**src/rtl/enigma_core_sequencer.sv**
```systemverilog
// ---------------------------------------------------------------------------
// enigma_core_sequencer
//   Drives one nucleu_enigma core on behalf of the UART command FSM.
//   - Holds the plugboard table, which is applied on the way in and on the way out.
//   - Latches rotor start positions and pulses core_load_config.
//   - Stretches core strobes for STRETCH cycles so the slower core clock sees them.
//   - Waits for a rising edge on core_valid_out, or gives up after TIMEOUT_CYCLES.
//   - Returns the plugboarded result with a valid/ready handshake.
//
// Ports
//   clk, rst                 system clock, asynchronous active-high reset
//   cfg_load, cfg_pos1..3    load rotor start positions (accepted in IDLE only)
//   pb_wr_en, pb_wr_a/b      swap-write one plugboard pair
//   pb_clear                 restore the identity plugboard
//   req_valid/ready/char     character request
//   rsp_valid/ready/char/err result; char 31 with err=1 on timeout or bad index
//   busy                     sequencer not in IDLE
//   core_*                   connections to the enigma core
// ---------------------------------------------------------------------------
module enigma_core_sequencer #(
    parameter int STRETCH        = 16,
    parameter int TIMEOUT_CYCLES = 255
) (
    input  logic       clk,
    input  logic       rst,
    input  logic       cfg_load,
    input  logic [4:0] cfg_pos1,
    input  logic [4:0] cfg_pos2,
    input  logic [4:0] cfg_pos3,
    input  logic       pb_wr_en,
    input  logic [4:0] pb_wr_a,
    input  logic [4:0] pb_wr_b,
    input  logic       pb_clear,
    input  logic       req_valid,
    output logic       req_ready,
    input  logic [4:0] req_char,
    output logic       rsp_valid,
    input  logic       rsp_ready,
    output logic [4:0] rsp_char,
    output logic       rsp_err,
    output logic       busy,
    output logic       core_valid_in,
    output logic [4:0] core_char_in,
    output logic       core_load_config,
    output logic [4:0] core_pos1,
    output logic [4:0] core_pos2,
    output logic [4:0] core_pos3,
    input  logic [4:0] core_char_out,
    input  logic       core_valid_out
);

    localparam int SW = $clog2(STRETCH + 1);
    localparam logic [4:0] ERR_CHAR = 5'd31;

    typedef enum logic [2:0] {S_IDLE, S_LOAD, S_ISSUE, S_WAIT, S_RESP} state_t;

    state_t        state_reg, state_next;
    logic [SW-1:0] stretch_cnt_reg, stretch_cnt_next;
    logic [7:0]    to_cnt_reg, to_cnt_next;
    logic          vo_prev_reg;
    logic          core_valid_in_reg, core_valid_in_next;
    logic          core_load_config_reg, core_load_config_next;
    logic [4:0]    core_char_in_reg, core_char_in_next;
    logic [4:0]    pos1_reg, pos1_next, pos2_reg, pos2_next, pos3_reg, pos3_next;
    logic [4:0]    rsp_char_reg, rsp_char_next;
    logic          rsp_err_reg, rsp_err_next;

    logic [4:0]    pb_map [26];
    logic          in_idle, pb_clear_go, pb_wr_go, req_fire, vo_edge;
    logic [4:0]    pb_req, pb_res;

    assign in_idle     = (state_reg == S_IDLE);
    // Lower-priority operations only act when nothing above them is present this cycle.
    assign pb_clear_go = in_idle && !cfg_load && pb_clear;
    assign pb_wr_go    = in_idle && !cfg_load && !pb_clear && pb_wr_en
                         && (pb_wr_a <= 5'd25) && (pb_wr_b <= 5'd25);
    // Gated by rst so every output reads 0 while reset is held.
    assign req_ready   = !rst && in_idle && !cfg_load && !pb_clear && !pb_wr_en;
    assign req_fire    = req_valid && req_ready;
    assign vo_edge     = core_valid_out && !vo_prev_reg;

    assign pb_req = (req_char <= 5'd25) ? pb_map[req_char] : ERR_CHAR;
    assign pb_res = (core_char_out <= 5'd25) ? pb_map[core_char_out] : ERR_CHAR;

    // Plugboard: one register per letter. Writing a==b leaves the old partner of a untouched.
    for (genvar gi = 0; gi < 26; gi++) begin : g_pb
        logic [4:0] entry_reg;
        always_ff @(posedge clk or posedge rst) begin
            if (rst) begin
                entry_reg <= 5'(gi);
            end else if (pb_clear_go) begin
                entry_reg <= 5'(gi);
            end else if (pb_wr_go && (pb_wr_a == 5'(gi))) begin
                entry_reg <= pb_wr_b;
            end else if (pb_wr_go && (pb_wr_b == 5'(gi))) begin
                entry_reg <= pb_wr_a;
            end
        end
        assign pb_map[gi] = entry_reg;
    end

    always_ff @(posedge clk or posedge rst) begin
        if (rst) begin
            state_reg            <= S_IDLE;
            stretch_cnt_reg      <= '0;
            to_cnt_reg           <= '0;
            vo_prev_reg          <= 1'b0;
            core_valid_in_reg    <= 1'b0;
            core_load_config_reg <= 1'b0;
            core_char_in_reg     <= '0;
            pos1_reg             <= '0;
            pos2_reg             <= '0;
            pos3_reg             <= '0;
            rsp_char_reg         <= '0;
            rsp_err_reg          <= 1'b0;
        end else begin
            state_reg            <= state_next;
            stretch_cnt_reg      <= stretch_cnt_next;
            to_cnt_reg           <= to_cnt_next;
            vo_prev_reg          <= core_valid_out;
            core_valid_in_reg    <= core_valid_in_next;
            core_load_config_reg <= core_load_config_next;
            core_char_in_reg     <= core_char_in_next;
            pos1_reg             <= pos1_next;
            pos2_reg             <= pos2_next;
            pos3_reg             <= pos3_next;
            rsp_char_reg         <= rsp_char_next;
            rsp_err_reg          <= rsp_err_next;
        end
    end

    always_comb begin
        state_next            = state_reg;
        stretch_cnt_next      = stretch_cnt_reg;
        to_cnt_next           = to_cnt_reg;
        core_valid_in_next    = core_valid_in_reg;
        core_load_config_next = core_load_config_reg;
        core_char_in_next     = core_char_in_reg;
        pos1_next             = pos1_reg;
        pos2_next             = pos2_reg;
        pos3_next             = pos3_reg;
        rsp_char_next         = rsp_char_reg;
        rsp_err_next          = rsp_err_reg;
        case (state_reg)
            S_IDLE: begin
                if (cfg_load) begin
                    pos1_next             = cfg_pos1;
                    pos2_next             = cfg_pos2;
                    pos3_next             = cfg_pos3;
                    core_load_config_next = 1'b1;
                    stretch_cnt_next      = '0;
                    state_next            = S_LOAD;
                end else if (req_fire) begin
                    if (req_char > 5'd25) begin
                        // Bad index: answer straight away without touching the core.
                        rsp_char_next = ERR_CHAR;
                        rsp_err_next  = 1'b1;
                        state_next    = S_RESP;
                    end else begin
                        core_char_in_next  = pb_req;
                        core_valid_in_next = 1'b1;
                        stretch_cnt_next   = '0;
                        state_next         = S_ISSUE;
                    end
                end
            end
            S_LOAD: begin
                if (stretch_cnt_reg == SW'(STRETCH - 1)) begin
                    core_load_config_next = 1'b0;
                    state_next            = S_IDLE;
                end else begin
                    stretch_cnt_next = stretch_cnt_reg + 1'b1;
                end
            end
            S_ISSUE: begin
                if (stretch_cnt_reg == SW'(STRETCH - 1)) begin
                    core_valid_in_next = 1'b0;
                    to_cnt_next        = '0;
                    state_next         = S_WAIT;
                end else begin
                    stretch_cnt_next = stretch_cnt_reg + 1'b1;
                end
            end
            S_WAIT: begin
                if (vo_edge) begin
                    rsp_char_next = pb_res;
                    rsp_err_next  = (core_char_out > 5'd25);
                    state_next    = S_RESP;
                end else if (to_cnt_reg == 8'(TIMEOUT_CYCLES - 1)) begin
                    rsp_char_next = ERR_CHAR;
                    rsp_err_next  = 1'b1;
                    state_next    = S_RESP;
                end else begin
                    to_cnt_next = to_cnt_reg + 1'b1;
                end
            end
            S_RESP: begin
                if (rsp_ready) begin
                    rsp_char_next = '0;
                    rsp_err_next  = 1'b0;
                    state_next    = S_IDLE;
                end
            end
            default: state_next = S_IDLE;
        endcase
    end

    assign rsp_valid        = (state_reg == S_RESP);
    assign busy             = !in_idle;
    assign rsp_char         = rsp_char_reg;
    assign rsp_err          = rsp_err_reg;
    assign core_valid_in    = core_valid_in_reg;
    assign core_char_in     = core_char_in_reg;
    assign core_load_config = core_load_config_reg;
    assign core_pos1        = pos1_reg;
    assign core_pos2        = pos2_reg;
    assign core_pos3        = pos3_reg;

endmodule
```
**config.mk**
```make
export PLATFORM = sky130hd
export DESIGN_NAME = enigma_core_sequencer
export DESIGN_NICKNAME = d
export VERILOG_FILES = /design/src/rtl/enigma_core_sequencer.sv
export SDC_FILE = /design/constraint.sdc
export NUM_CORES = 1
export LEC_CHECK = 0
export ABC_AREA = 1
export CAP_MARGIN = 10
export CORE_UTILIZATION = 55
export DETAILED_ROUTE_END_ITERATION = 16
export HOLD_SLACK_MARGIN = 0.12
export MAX_ROUTING_LAYER = met4
export PLACE_DENSITY = 0.74
export RECOVER_POWER = 25
export SYNTH_ARGS = -nofsm -noshare
export SYNTH_HDL_FRONTEND = slang
export SYNTH_SLANG_ARGS = --single-unit
```
**constraint.sdc**
```tcl
create_clock -name clk -period 11.02 [get_ports clk]
set_input_delay 1.102 -clock clk [delete_from_list [all_inputs] [get_ports clk]]
set_output_delay 1.102 -clock clk [all_outputs]
set_load 0.05 [all_outputs]
```
# [Word-level counts from Yosys, hierarchy flattened]
# Index checks and enable logic that the tools add are counted.
[classes] addsub=2 magnitude_cmp=8 eq_ne=70 n_mux=125 bitwise_logic=4 reduce_logical=113
[ops] cell="5-bit two-way mux" count=94
[ops] cell="5-bit equality test (second input constant)" count=20
[ops] cell="5-bit by 4-bit equality test with 1-bit output (second input constant)" count=17
[ops] cell="3-bit nonzero test" count=27
[ops] cell="1-bit logical AND" count=64
[ops] cell="5-bit binary-select mux with 5-bit select" count=2
[ops] cell="5-bit by 3-bit equality test with 1-bit output (second input constant)" count=8
[ops] cell="3-bit two-way mux" count=8
[ops] cell="8-bit two-way mux" count=3
[ops] cell="5-bit by 2-bit equality test with 1-bit output (second input constant)" count=4
[ops] cell="5-bit less-or-equal comparator (second input constant)" count=4
[ops] cell="2-bit inequality test (second input constant)" count=8
[ops] cell="8-bit one-hot mux with 2 select lines" count=1
[ops] cell="3-bit one-hot mux with 5 select lines" count=1
[ops] cell="5-bit one-hot mux with 3 select lines" count=1
[ops] cell="6-bit greater-or-equal comparator (second input constant)" count=2
[ops] cell="5-bit NOT with 6-bit output" count=2
[ops] cell="4-bit AND reduction" count=3
[ops] cell="1-bit two-way mux" count=11
[ops] cell="5-bit by 1-bit equality test with 1-bit output (second input constant)" count=2
[ops] cell="5-bit greater-than comparator (second input constant)" count=2
[ops] cell="5-bit zero test" count=2
[ops] cell="5-bit one-hot mux with 2 select lines" count=1
[ops] cell="5-bit AND reduction" count=2
[ops] cell="19 further kinds" count=33
[totals] reg_bits=175 inputBits=43 output_inout_bits=31 wordCells=360

# [Longest topological paths before layout]
# Gate-level depths: netlist of run 1.
[depth] depth_word=10 ltp_mapped=14 depth_no_buf=13

# [Worst setup path after synthesis of run 1]
# OpenSTA, ideal clock, no wires.
[synth_path] path_type="input to output" start="in pb_clear" end="out req_ready" arrival_time_ps=2360 setup_slack_ps=7558 stages=3 cell_sequence="inv_1 nand2_4 nor3_1"
[synth_via] elab_chain_len=3
[synth_lines] element="start, declared" line="33" source="input logic pb_clear,"
[synth_lines] element="1-bit zero test" line="78" source="assign req_ready = !rst && in_idle && !cfg_load && !pb_clear && !pb_wr_en;"
[synth_lines] element="1-bit logical AND (2 in a row)" line="78"
[synth_lines] element="end, declared" line="35" source="output logic req_ready,"
# Every way passes these cells.

==> impl_metrics.env, run 1 <==
export IMPL_status="finished with violations"
export IMPL_violations="max-capacitance violations, max-slew violations"
export IMPL_htree_num_levels=4
export IMPL_grt_max_degree=108
export IMPL_cts_setup_buffers=0
export IMPL_use_met2_pct=56.2
export IMPL_powerDensity_mw_per_mm2=188
export IMPL_vdd_ir_drop_max_uv=122
export IMPL_postLayoutCellArea_mm2=0.0143
export IMPL_via_per_inst=6.09
export IMPL_port_buffers=73
export IMPL_vias=14200
export IMPL_initial_core_util_pct=56.9
export IMPL_wl_per_cell_um=19.4
export IMPL_yosys_top_cells_area="dfrtp_1, nand2_1, nand3_1, dfstp_2, inv_1"
export IMPL_hold_buffers=0
export IMPL_async_reset_ff_share_pct=100
export IMPL_grt_antenna_before_repair=1
export IMPL_grt_busiest_layer="met2"
export IMPL_post_place_ws_ns=6.58
export IMPL_critical_path_startpoint_type="primary input"
export IMPL_dp_hpwl_um=29200
export IMPL_p_leak_uw=0.00712
export IMPL_synth_nets=2065
export IMPL_yosys_cell_types_count=43
export IMPL_cts_tree="built"
export IMPL_track_usage_pct=39.1
export IMPL_grt_pass1_wl_um=70900
export IMPL_nets=2045
export IMPL_io_pins=74
export IMPL_finalCriticalPeriod_ns=5.01
export IMPL_routed_wl_um=45100
export IMPL_cp_max_fo=104
export IMPL_coreArea_mm2=0.0229
export IMPL_die_y_um=156
export IMPL_cap_viol_max_count=1
export IMPL_finalWorstSetupSlack_ns=6.01
export IMPL_yosysSeqAreaShare_pct=34.1
export IMPL_numCtsBuffers=17
export IMPL_synth_ff_type="dfrtp_1"
export IMPL_synth_area_mm2=0.0130
export IMPL_grt_pass1_vias=12800
export IMPL_max_slew_margin_pct=-222
export IMPL_finClkSkew_ns=0.0126
export IMPL_synthCells=2018
export IMPL_ant_nets=0
export IMPL_maxSlewViolCount=105
export IMPL_post_cts_resized=0
export IMPL_path_clk_slew_ns=0.07
export IMPL_hold_viol=0
export IMPL_synth_seq_cells=175
export IMPL_gr_usage_met1_pct=52.5
export IMPL_placementRows=55
export IMPL_crit_type="primary input to async pin"
export IMPL_clock_latency_ns=0.45
export IMPL_largest_reg_flops=130
export IMPL_dieArea_mm2=0.0243
export IMPL_tightest_slew_ns=4.80
export IMPL_synth_avg_cell_area_um2=6.46
export IMPL_min_path_type="register to register"
export IMPL_dp_cells=2291
export IMPL_totalNegativeSetupSlack_ns=0
export IMPL_drc_errors=0
export IMPL_grt_overflow=0
export IMPL_gp_congestion=1.00
export IMPL_end_kind="async pin"
export IMPL_rsz0062_at_grt="no"
export IMPL_setup_viol=0
export IMPL_synth_edff_count=0
export IMPL_final_cells=2325
export IMPL_globalRouteMet3Util_pct=9.06
export IMPL_first_iter_violations=2060
export IMPL_die_w_um=156
export IMPL_area_delta_synth_final_pct=9.75
export IMPL_yosys_warnings=0
export IMPL_placedInstanceArea_mm2=0.0137
export IMPL_firstDrtPassIters=6
export IMPL_synth_top_area_share_pct=22.6
export IMPL_max_clock_freq_ghz=0.200
export IMPL_fin_total_pwr_uw=2690
export IMPL_min_period_over_period_pct=45.5
export IMPL_yosys_area_top_type="dfrtp_1"
export IMPL_drive_gt1_share_pct=8.95
export IMPL_worstPathRequired_ns=11.47
export IMPL_cp_arrival_ns=5.46
export IMPL_clockBufferDepth=2
export IMPL_cts_sink_count=175
export IMPL_cts_root_buf="clkbuf_16"
[cell usage after synthesis (2+ instances only)]
cell	number
dfstp_2	57
o21ai_0	130
nand2_2	3
o21ai_1	18
a21oi_1	90
nand2_1	577
nand3_1	320
o21a_1	2
dfrtp_1	118
buf_6	4
o211ai_1	15
a21oi_4	4
buf_2	34
ha_1	4
or2_2	4
inv_2	5
buf_4	3
xor2_1	2
nand3_4	6
nor2_4	3
nor4_1	2
inv_1	210
nor2_1	132
a21oi_2	9
nand4_1	106
nand3_2	28
clkbuf_1	74
nor3_1	27
clkinv_1	3
buf_1	15
[final timing paths]
check	from	end	slack (ns)	cells after the start
max	rst	g_pb[15].entry_reg[4]	6.01	3
min	core_pos2[2]	core_pos2[2]	0.47	2
max reg2reg	state_reg[0]	g_pb[20].entry_reg[1]	7.66	12
min reg2reg	core_pos2[2]	core_pos2[2]	0.47	2
max in group clk	pb_wr_a[1]	g_pb[2].entry_reg[0]	6.80	9
min in group asynchronous	rst	stretch_cnt_reg[3]	2.59	2
[report_power, final]
group	internal, µW	total (µW)	switching, µW
Combinational	334	1060	725
Sequential	861	989	128
Clock	344	644	301
[per-stage QoR]
| stage | hold slack, ns | util, % |
|---|---|---|
| final | 0.473 | 62.5 |
| after global routing | 0.498 | 62.5 |
| after CTS | 0.476 | 62.5 |
| after detailed placement | 0.458 | 59.8 |
| after global placement | 0.453 | 59.8 |
| after floorplan | 0.452 | - |
[critical path, stage by stage]
cell,delay (ns)
dlygate4sd3_1,0.59
clkinvlp_2,2.65
buf_4,1.03
[cells in the final DEF, fill, tap and decap left out, drive strengths merged, types with 57 or more instances in the layout]
cell type,netlist,layout
a21oi,103,103
clkdlybuf4s50,0,69
dfrtp,118,118
dfstp,57,57
inv,215,221
nand2,581,581
nand3,354,354
nand4,107,107
nor2,137,137
o21ai,149,149
[cell families (layout without fill, tap and decap cells)]
group,after synthesis,after routing,synth area share [%]
and+or+nand+nor,1213,1213,42.9
adders and majority gates,4,4,0.384
buffers and inverters,351,344,11.0
other,0,1,0
DFF,175,175,34.1
xor gates and xnor gates,2,2,0.134
AOI/OAI and AO/OA,273,273,11.5
[layout make-up]
type | count | area, µm²
Clock buffer | 18 | 429
Antenna cell | 1 | 2.50
Inverter | 219 | 831
Clock inverter | 14 | 173
Sequential cell | 175 | 4450
Tap cell | 313 | 392
Timing Repair Buffer | 93 | 871
Fill cell | 2165 | 8600
Multi-Input combinational cell | 1492 | 7170
[metal layers]
layer	share of wire [%]	vias to the layer above	wire length [µm]
met2	44	865	19700
li1	-	6644	-
met5	0	-	0
met4	4.3	0	1930
met3	12	172	5370
met1	40	6476	18200
No activity file was read; power rests on OpenSTA's default activity.
==> inputs of run 2 (changes only) <==
Clock period 11.02 ns to 5 ns, I/O delays scaled along.
==> run 2 against run 1 <==
Net effect: the run still ends with max-capacitance violations, max-slew violations left; non-clock buffer count is 12 higher; sequential share of layout area is 0.19 points lower; sequential power is 120% higher; count of clock-buffer cells in the layout is 1 higher; wire length is 3.0% higher; final cell count is 0.47% higher; sequential cell count stayed put; global-route usage is 1.4 points higher; critical path depth is 6 higher; largest cell class unchanged.
==> impl_metrics.env, run 2 (synthesized netlist as in run 1, its figures left out) <==
export IMPL_status="finished with violations"
export IMPL_violations="max-capacitance violations, max-slew violations"
export IMPL_cts_root_buf="clkbuf_16"
export IMPL_path_clk_slew_ns=0.07
export IMPL_vdd_ir_drop_max_uv=257
export IMPL_drive_gt1_share_pct=9.54
export IMPL_antenna_cells=0
export IMPL_drc_errors=0
export IMPL_min_path_type="register to register"
export IMPL_cp_cell_sequence="clkdlybuf4s50_1 -> inv_1 -> nor2_1 -> nand2_1 -> nor2_1 -> nand3_2 -> a21oi_2 -> nand3_1 -> nand2_1"
export IMPL_path_buf_inv=2
export IMPL_grt_pass1_vias=12900
export IMPL_post_cts_resized=0
export IMPL_path_delay_family="simple AND/OR/NAND/NOR gates"
export IMPL_dp_hpwl_um=31100
export IMPL_routed_wl_um=46500
export IMPL_ant_nets=0
export IMPL_finalCriticalPeriod_ns=3.35
export IMPL_p_leak_uw=0.00717
export IMPL_end_kind="register"
export IMPL_port_buffers=73
export IMPL_crit_slowest_cell="clkdlybuf4s50_1"
export IMPL_grt_overflow=0
export IMPL_numCtsBuffers=17
export IMPL_wl_per_cell_um=19.9
export IMPL_gp_congestion=0.985
export IMPL_tightest_slew_ns=2.43
export IMPL_area_delta_synth_final_pct=10.4
export IMPL_min_period_over_period_pct=67.0
export IMPL_crit_type="primary input to register"
export IMPL_vias=14200
export IMPL_mostFrequentLayoutCell="nand2_1"
export IMPL_whs_ns=0.470
export IMPL_io_pins=74
export IMPL_top_layer_used="met4"
export IMPL_finalWorstSetupSlack_ns=1.65
export IMPL_wl_met2_um=20000
export IMPL_largest_reg_flops=130
export IMPL_cts_tree="built"
export IMPL_grt_pass1_wl_um=72700
export IMPL_die_w_um=156
export IMPL_cp_max_fo=12
export IMPL_cp_arrival_ns=3.73
export IMPL_dieArea_mm2=0.0243
export IMPL_via_per_inst=6.10
export IMPL_firstDrtPassIters=8
export IMPL_grt_antenna_before_repair=0
export IMPL_cap_viol_max_count=1
export IMPL_maxSlewViolCount=176
export IMPL_coreArea_mm2=0.0229
export IMPL_clockBufferDepth=2
export IMPL_hold_buffers=0
export IMPL_hold_viol=0
export IMPL_htree_num_levels=4
export IMPL_setup_viol=0
export IMPL_routed_wl_met3_um=5210
export IMPL_fillers=2199
export IMPL_post_place_ws_ns=1.38
export IMPL_critical_path_startpoint_type="primary input"
export IMPL_nets=2057
export IMPL_powerDensity_mw_per_mm2=410
export IMPL_wl_met1_um=19000
export IMPL_first_iter_violations=1805
export IMPL_worstPathRequired_ns=5.38
export IMPL_rsz0062_at_grt="no"
export IMPL_layout_common_cells="nand2_1, nand3_1, inv_1"
export IMPL_placementRows=55
export IMPL_max_clock_freq_ghz=0.299
export IMPL_totalNegativeSetupSlack_ns=0
export IMPL_finClkSkew_ns=0.0109
export IMPL_clock_latency_ns=0.45
export IMPL_track_usage_pct=40.5
export IMPL_initial_core_util_pct=56.9
export IMPL_die_y_um=156
export IMPL_max_slew_margin_pct=-62.2
export IMPL_grt_max_degree=176
export IMPL_cts_setup_buffers=0
export IMPL_slowest_delay_ns=1.06
export IMPL_cts_sink_count=175
[run 2: cell count changes in the layout (fill, tap and decap cells not counted), moves of 2 or more]
cell        previous run  this run
inv_6                  5         2
buf_4                 20        30
inv_8                  2         4
clkinvlp_4             1         4
[run 2: area by class of cell]
| type | count | area, µm² | area share, % |
|---|---|---|---|
| multi-input combinational | 1492 | 7170 | 49.8 |
| sequential | 175 | 4450 | 30.9 |
| timing repair buffer | 105 | 968 | 6.72 |
| inverter | 219 | 833 | 5.78 |
| clock buffer | 19 | 443 | 3.07 |
| tap | 313 | 392 | 2.72 |
| clock inverter | 13 | 149 | 1.03 |
[run 2: worst paths after layout]
check | from | end | depth (start not counted) | slack [ns]
hold reg to reg | core_pos1[4] | core_pos1[4] | 2 | 0.47
setup / recovery | pb_wr_a[0] | g_pb[1].entry_reg[3] | 9 | 1.65
setup reg to reg | state_reg[0] | g_pb[2].entry_reg[3] | 11 | 2.30
min in group asynchronous | rst | core_pos1[1] | 3 | 1.49
max in group asynchronous | rst | g_pb[22].entry_reg[0] | 3 | 2.00
hold / removal | core_pos1[4] | core_pos1[4] | 2 | 0.47
[run 2: worst min-delay path, cell delays in order (launching register included)]
cell and delay, ns:
dfrtp_1 0.34, nand2_1 0.05, nand2_1 0.05
[run 2: routing by layer]
metal	vias up	GRT usage [%]
li1	6659	-
met1	6560	53.9
met2	840	58.1
met3	179	8.67
met4	0	20.0
met5	-	-
[run 2: through the flow]
step	power [µW]	area, µm²	utilization (%)	cells
floorplan	3780	13100	-	2018
global placement	4460	13800	60.3	2304
detailed placement	4500	13800	60.3	2304
CTS	5880	14400	62.9	2336
global route	6250	14400	62.9	2336
finish	5900	14400	62.9	2336
[run 2: power breakdown]
part,internal [µW],switching (µW),leakage [µW]
sequential,1900,264,0.00214
combinational,746,1620,0.00475
clock,722,654,0.000281
total,3360,2540,0.00717
